<file path="src/rtl/clk_div_prog.sv">
// Programmable clock divider.
// Produces a registered divided clock (div_out) with period N, high for
// ceil(N/2) cycles, plus a one-cycle tick at the start of every period.
// New divisors are staged in a pending register and are applied only at a
// period boundary, or immediately while the divider is halted.
module clk_div_prog #(
  parameter int CNT_W   = 16,
  parameter int DEF_DIV = 64
) (
  input  logic             clk,
  input  logic             rst_n,
  input  logic             en,
  input  logic [CNT_W-1:0] div_val,
  input  logic             div_load,
  output logic             div_ack,
  output logic             div_out,
  output logic             tick
);

  localparam logic [CNT_W-1:0] DEF_DIV_C = CNT_W'(DEF_DIV);
  localparam logic [CNT_W-1:0] ONE_C     = CNT_W'(1);

  logic [CNT_W-1:0] div_cur_q,  div_cur_d;
  logic [CNT_W-1:0] div_pend_q, div_pend_d;
  logic             pend_q,     pend_d;
  logic [CNT_W-1:0] cnt_q,      cnt_d;
  logic             div_out_q,  div_out_d;
  logic             tick_q,     tick_d;
  logic             div_ack_q,  div_ack_d;

  logic [CNT_W-1:0] n_eff;
  logic [CNT_W-1:0] high_len;
  logic [CNT_W-1:0] last_cnt;
  logic             terminal;

  // Effective divisor, high-phase length and period-end detection.
  // A divisor of 0 behaves as 1. high_len = (N>>1)+(N&1) never exceeds
  // 2^(CNT_W-1), so it fits in CNT_W bits without a carry.
  always_comb begin
    n_eff    = (div_cur_q == '0) ? ONE_C : div_cur_q;
    high_len = (n_eff >> 1) + {{(CNT_W-1){1'b0}}, n_eff[0]};
    last_cnt = n_eff - ONE_C;
    terminal = en && (cnt_q == last_cnt);
  end

  // Next-state logic for the counter, outputs and divisor staging.
  always_comb begin
    // NOTE: every variable gets a default first so no path leaves it
    // unassigned, which would otherwise infer a latch.
    div_cur_d  = div_cur_q;
    div_pend_d = div_pend_q;
    pend_d     = pend_q;
    cnt_d      = cnt_q;
    div_out_d  = div_out_q;
    tick_d     = tick_q;
    div_ack_d  = div_load;

    if (div_load) begin
      div_pend_d = div_val;
    end

    if (en) begin
      cnt_d     = terminal ? '0 : cnt_q + ONE_C;
      div_out_d = (cnt_q < high_len);
      tick_d    = (cnt_q == '0);
      if (terminal) begin
        // Boundary: a load arriving now bypasses the pending register.
        if (div_load) begin
          div_cur_d = div_val;
          pend_d    = 1'b0;
        end else if (pend_q) begin
          div_cur_d = div_pend_q;
          pend_d    = 1'b0;
        end
      end else if (div_load) begin
        pend_d = 1'b1;
      end
    end else begin
      // Halted: abort the period; a staged divisor takes effect at once,
      // a load seen now is staged and applied on the following cycle.
      cnt_d     = '0;
      div_out_d = 1'b0;
      tick_d    = 1'b0;
      pend_d    = div_load;
      if (pend_q) begin
        div_cur_d = div_pend_q;
      end
    end
  end

  // State register with asynchronous active-low reset.
  always_ff @(posedge clk or negedge rst_n) begin
    if (!rst_n) begin
      div_cur_q  <= DEF_DIV_C;
      div_pend_q <= '0;
      pend_q     <= 1'b0;
      cnt_q      <= '0;
      div_out_q  <= 1'b0;
      tick_q     <= 1'b0;
      div_ack_q  <= 1'b0;
    end else begin
      // NOTE: non-blocking assignments so every register samples the
      // pre-edge values of the others, independent of statement order.
      div_cur_q  <= div_cur_d;
      div_pend_q <= div_pend_d;
      pend_q     <= pend_d;
      cnt_q      <= cnt_d;
      div_out_q  <= div_out_d;
      tick_q     <= tick_d;
      div_ack_q  <= div_ack_d;
    end
  end

  assign div_out = div_out_q;
  assign tick    = tick_q;
  assign div_ack = div_ack_q;

endmodule

</file>
<file path="config.mk">
export PLATFORM = sky130hd
export DESIGN_NAME = clk_div_prog
export DESIGN_NICKNAME = d
export VERILOG_FILES = /design/src/rtl/clk_div_prog.sv
export SDC_FILE = /design/constraint.sdc
export NUM_CORES = 1
export LEC_CHECK = 0
export ABC_AREA = 1
export ABC_CLOCK_PERIOD_IN_PS = 6700
export CAP_MARGIN = 30
export CORE_AREA = 2 2 80 82
export DETAILED_ROUTE_END_ITERATION = 10
export DIE_AREA = 0 0 82 84
export DONT_BUFFER_PORTS = 1
export GPL_ROUTABILITY_DRIVEN = 0
export HOLD_SLACK_MARGIN = 0.06
export MAX_ROUTING_LAYER = met4
export PLACE_DENSITY = 0.79
export SYNTH_ARGS = -nofsm -noshare
export SYNTH_HDL_FRONTEND = slang
export SYNTH_SLANG_ARGS = --single-unit
</file>
<file path="constraint.sdc">
create_clock -name clk -period 6.7 [get_ports clk]
set_input_delay 0.335 -clock clk [delete_from_list [all_inputs] [get_ports clk]]
set_output_delay 0.335 -clock clk [all_outputs]
set_load 0.005 [all_outputs]
</file>
* After elaboration in Yosys (flattened, before gate mapping)
Index checks and enable logic that the tools add are counted.
Word-level totals: ROM bits 0, memory bits (writable) 0, output and inout bits 3, input port bits 20, word-level logic and storage cells 29, memories 0, latch bits 0, register bits 52
Cells by class: $mul 0, shift-type cells 0, divide/modulo/power cells 0, bitwise logic cells 0, muxes and demuxes 12, add/subtract/negate cells 3, reduce and logical (&&, ||, !) cells 3, equal/unequal tests 3, $lt $le $gt $ge 1
Operators by type and width (count):
- 2-to-1 mux 16 bit | 7
- logical NOT 16 bit | 2
- adder 15 x 1 -> 16 bit | 1
- adder 16 x 1 -> 16 bit (second input constant) | 1
- equality test 16 bit | 1
- less-than comparator 16 bit | 1
- subtractor 16 x 1 -> 16 bit (second input constant) | 1
- 2-to-1 mux 1 bit | 5
- inequality test 3 x 1 -> 1 bit (second input constant) | 1
- inequality test 2 x 1 -> 1 bit (second input constant) | 1
- logical AND 1 bit | 1

* Longest topological paths before layout
word-level depth 7, mapped depth 24, depth with buffers taken out 22

* Worst setup path after synthesis
No wires, ideal clock.
path kind reg2reg, from register div_cur_q[9], to register div_cur_q[9], arrival time 2.453 ns, buffers on the path 2, required time 6.583 ns, setup slack 4.130 ns, library setup time 0.117 ns, cell stages (with the launch flop) 23, clock period less this slack 2.570 ns, path through dfrtp_1 > buf_4 > nor2_4 > nand2_2 > nor2_4 > nand2_4 > nand2_2 > inv_2 > ha_1 > or2_2 > nand2_1 > nand2_1 > nand2_1 > nand4_1 > nor2_1 > nand2_1 > inv_2 > nand2_1 > nor2_2 > nand2_4 > buf_2 > nand3_1 > nand2_1
On the way: word-level cells in the longest chain between the ends 6, elaborated cells between the ends (all ways) 10, classes of those cells add/sub: 1; eq/ne: 2; mux: 5; reduce/logical: 2
Ends and longest elaborated chain:
- from (decl) | line 23 | logic [CNT_W-1:0] div_cur_q, div_cur_d;
- from (signal assigned) | line 104 | div_cur_q <= div_cur_d;
- logical NOT 16 bit | line 40 | n_eff = (div_cur_q == '0) ? ONE_C : div_cur_q;
- 2-to-1 mux 16 bit | line 40
- subtractor 16 x 1 -> 16 bit | line 42 | last_cnt = n_eff - ONE_C;
- equality test 16 bit | line 43 | terminal = en && (cnt_q == last_cnt);
- logical AND 1 bit | line 43
- inequality test 2 x 1 -> 1 bit (no source line)
Several ways; a longest one is shown, not always the timed one. The select of a mux whose other input is x is not followed. A chain may end at the register's enable or synchronous reset.

* Worst setup path in the final report
from register div_cur_q[1], to register div_out_q, in the netlist div_out
On the way: word-level cells in the longest chain between the ends 5
Ends and longest elaborated chain:
- logical NOT 16 bit | line 40
- 2-to-1 mux 16 bit * | line 40
- adder 15 x 1 -> 16 bit * | line 41 | high_len = (n_eff >> 1) + {{(CNT_W-1){1'b0}}, n_eff[0]};
- less-than comparator 16 bit * | line 64 | div_out_d = (cnt_q < high_len);
- 2-to-1 mux 1 bit * | line 62 | if (en) begin
- named net div_out_d | line 27 | logic div_out_q, div_out_d;
- to (signal assigned) | line 108 | div_out_q <= div_out_d;
- to (decl) | line 27
The timed path passes the listed nets; every way through them passes the cells marked *.

==> metrics <==
run status=finished clean; CTS tree=built; count leader, synth=nand2_1; fin nets=roughly 560; Clock Pin Slew Worst Setup and Hold Paths=0.10 ns; synthesis-stage register bit count=52; Slew HR=51.3%; drt first-iter violations=254; die width=a little over 80 um; Fin. Hold Viols=0; Avg WL per Cell=between 10 and 15 um; PostCTS Resize Cnt=0; clk_lat worst skew=just over 0.3 ns; initial core utilization=roughly three fifths; fin crit period=slightly above 3 ns; NetSw=269 uW; Max Clk Rate=321 MHz; Die Ht=84 um; final setup fails=0; vias in the first global route=3222; Worst R2R Start=div_cur_q[1]$_DFFE_PN0P_; Post-synth top flop=dfrtp_1; fin crit share=46.5%; min-delay src=div_load; Pwr Density=195 nW/um^2; Final TNS setup=0 ns; Gate Count Post-Synth=between 500 and 600; root buf cell=clkbuf_8; commonest cells in the netlist=159 x nand2_1, 53 x inv_1, 51 x dfrtp_1; FP Rows=29; HP Class=in -> reg; RSZ-0062 raised after global routing=no; most area-consuming cells after synthesis=dfrtp_1 34%, nand2_1 16%, ha_1 6.3%; Port Buffers=0; total global routing overflow=0; top cell type's share of synthesized area=33.8%; Sequential Power Share=50.6%; Core Area=around 6100 um^2; DR pass1 iterations=5; Worst Hold End=div_pend_q[4]$_DFFE_PN0P_; via count=roughly 3300; Distinct cells, synth=37; CP required=approximately 6.9 ns; share of layout cells above drive strength 1=6.35%; yosys warns=0; buffer count from post-CTS setup fixing=0; CTS Sinks=52; gr usage total=27.5%; sequential fraction of the synthesis area=34.5%; combinational fraction of design power=around a quarter; DR vias/cell=5.57; I/O pin count=23; WHS Path Cells=1; Antenna Violating Nets Remaining=0; leakage=slightly below 0.002 uW; Synth-to-Final Area Change=2.92%; crit end category=flop; # Max-Cap Violations=0; Async SR Flop Fraction=100%; Peak VDD IR=0.000122 V; Slew @ Worst Pin=0.730 ns; antenna fix cells=0; pin count of the biggest net entering global routing=53; die area=slightly below 7000 um^2; area of the mapped netlist=3770 um^2; clk buf depth=2; Max Clock Skew=0.00735 ns; Worst Path Arrival=3.30 ns; Clk pwr share=24.9%; Util after Layout=63.7%; Reg2Reg Depth=17; initial antenna violation count=0; DRC violations left=0; H-tree depth=2; dominant cell type by area after synthesis=dfrtp_1; EDFF count, synth=0; crit path launch type=flop; critical path class=reg -> reg; syn avg cell area=about 7.1 um^2; Slew Limit Fails=0; setup slack, reg-to-reg=3.59 ns; global-route wire length before repair=14.6 mm; final WL=approximately 8.4 mm; Syn Nets=about 570; R2R Path End=div_out$_DFF_PN0_; critical path fanouts, max=6; internal power=487 uW; CTS buffer count=5; Switching Fraction=35.6%; DP Wirelength=6.09 mm
==> power groups by stage <==
stage | Clock, uW | Combinational (uW) | Sequential, uW
5_1_grt | 203 | 215 | 387
3_3_place_gp | 0 | 169 | 388
4_1_cts | 193 | 184 | 381
3_5_place_dp | 0 | 174 | 388
6_report | 188 | 186 | 382
2_1_floorplan | 0 | 172 | 360
==> cell type report <==
type,count,area (um^2)
clock buffers,5,68.8
clock inverters,3,22.5
fillers,549,2210
inverters,57,214
multi-input cells,400,2130
flip-flops and latches,52,1300
well taps,77,96.3
repair buffers,3,47.5
==> routing by layer <==
metal  vias up  GRT usage, %  routed length (um)
li1       1674             -                   -
met1      1515          38.4                3820
met2       122          42.4                3950
met3        15          3.25                 468
met4         0          7.73                 114
met5         -             -                   0
==> placed cells by master, fill, tap and decap left out <==
cell type | synthesis | routed
mux2i_1 | 3 | 3
inv_2 | 4 | 4
inv_1 | 53 | 53
clkinv_2 | 0 | 1
nand3_2 | 1 | 1
or2_2 | 1 | 1
clkinv_4 | 0 | 1
a211oi_1 | 2 | 2
inv_6 | 0 | 1
or4_1 | 1 | 1
nand4_1 | 10 | 10
a31oi_1 | 6 | 6
nand3_1 | 47 | 47
dlygate4sd3_1 | 0 | 2
nor4_1 | 2 | 2
nand3b_1 | 1 | 1
clkbuf_8 | 0 | 5
nand2_1 | 159 | 159
nand2_2 | 3 | 3
or2_1 | 2 | 2
xnor2_1 | 7 | 7
nor2_4 | 3 | 3
buf_16 | 0 | 1
o211ai_1 | 2 | 2
o22ai_1 | 1 | 1
nor2_2 | 6 | 6
a21oi_1 | 7 | 7
o21bai_1 | 2 | 2
nand2_4 | 3 | 3
xnor3_1 | 1 | 1
o21ai_0 | 34 | 34
xor2_1 | 21 | 21
nor3_1 | 5 | 5
dfstp_2 | 1 | 1
dfrtp_1 | 51 | 51
nor3_2 | 2 | 2
ha_1 | 19 | 19
nor2_1 | 49 | 49
==> stage by stage <==
| step | total power [uW] | instances | hold slack, ns | setup WS [ns] | cell area, um^2 |
|---|---|---|---|---|---|
| floorplan | 532 | 533 | 0.0394 | 4.13 | 3770 |
| global placement | 556 | 586 | 0.0412 | 3.67 | 3750 |
| detailed placement | 561 | 586 | 0.0413 | 3.60 | 3750 |
| CTS | 759 | 597 | 0.114 | 3.59 | 3880 |
| global route | 805 | 597 | 0.109 | 3.28 | 3880 |
| finish | 756 | 597 | 0.122 | 3.59 | 3880 |
==> repair_timing <==
item | in CTS | in global routing
endpoints found under the hold margin | 53 | 0
setup endpoints to repair | 0 | 0
hold buffers | 3 | 0
==> worst max-delay path: stages (launching register included) <==
cell	delay [ns]
dfrtp_1	0.50
nand2_1	0.14
inv_1	0.08
ha_1	0.17
nand2_1	0.06
nor2_1	0.19
nand3_1	0.14
nor3_1	0.30
nand3_1	0.17
nor2_1	0.17
nand4_1	0.13
xor2_1	0.17
ha_1	0.28
nand2_1	0.05
inv_1	0.06
nand3_1	0.08
nor4_1	0.18
a211oi_1	0.12
==> registers in the layout, summed over array words and instances, names as in the netlist <==
name and count:
cnt_q 16, tick 1, div_out 1, div_pend_q 16, div_ack 1, pend_q 1, div_cur_q 16
==> how the worst max path moves through the flow <==
stage                             startpoint                  endpoint  slack [ns]  cells past startpoint
finish              div_cur_q[1]$_DFFE_PN0P_         div_out$_DFF_PN0_        3.59                     17
global route        div_cur_q[1]$_DFFE_PN0P_         div_out$_DFF_PN0_        3.28                     17
CTS                 div_cur_q[1]$_DFFE_PN0P_         div_out$_DFF_PN0_        3.59                     17
detailed placement  div_cur_q[1]$_DFFE_PN0P_         div_out$_DFF_PN0_        3.60                     17
global placement    div_cur_q[1]$_DFFE_PN0P_         div_out$_DFF_PN0_        3.67                     17
floorplan           div_cur_q[9]$_DFFE_PN0P_  div_cur_q[9]$_DFFE_PN0P_        4.13                     22
==> kinds of logic (layout without fill, tap and decap cells) <==
| group | after synthesis | count (layout) | synth area share, % |
|---|---|---|---|
| compound gates | 54 | 54 | 7.79 |
| xor+xnor | 29 | 29 | 7.09 |
| flops | 52 | 52 | 34.5 |
| fa+ha+maj | 19 | 19 | 6.30 |
| mux | 3 | 3 | 0.796 |
| buf+inv | 81 | 68 | 8.98 |
| simple gates | 295 | 295 | 34.5 |
No activity file was read; power rests on OpenSTA's default activity.
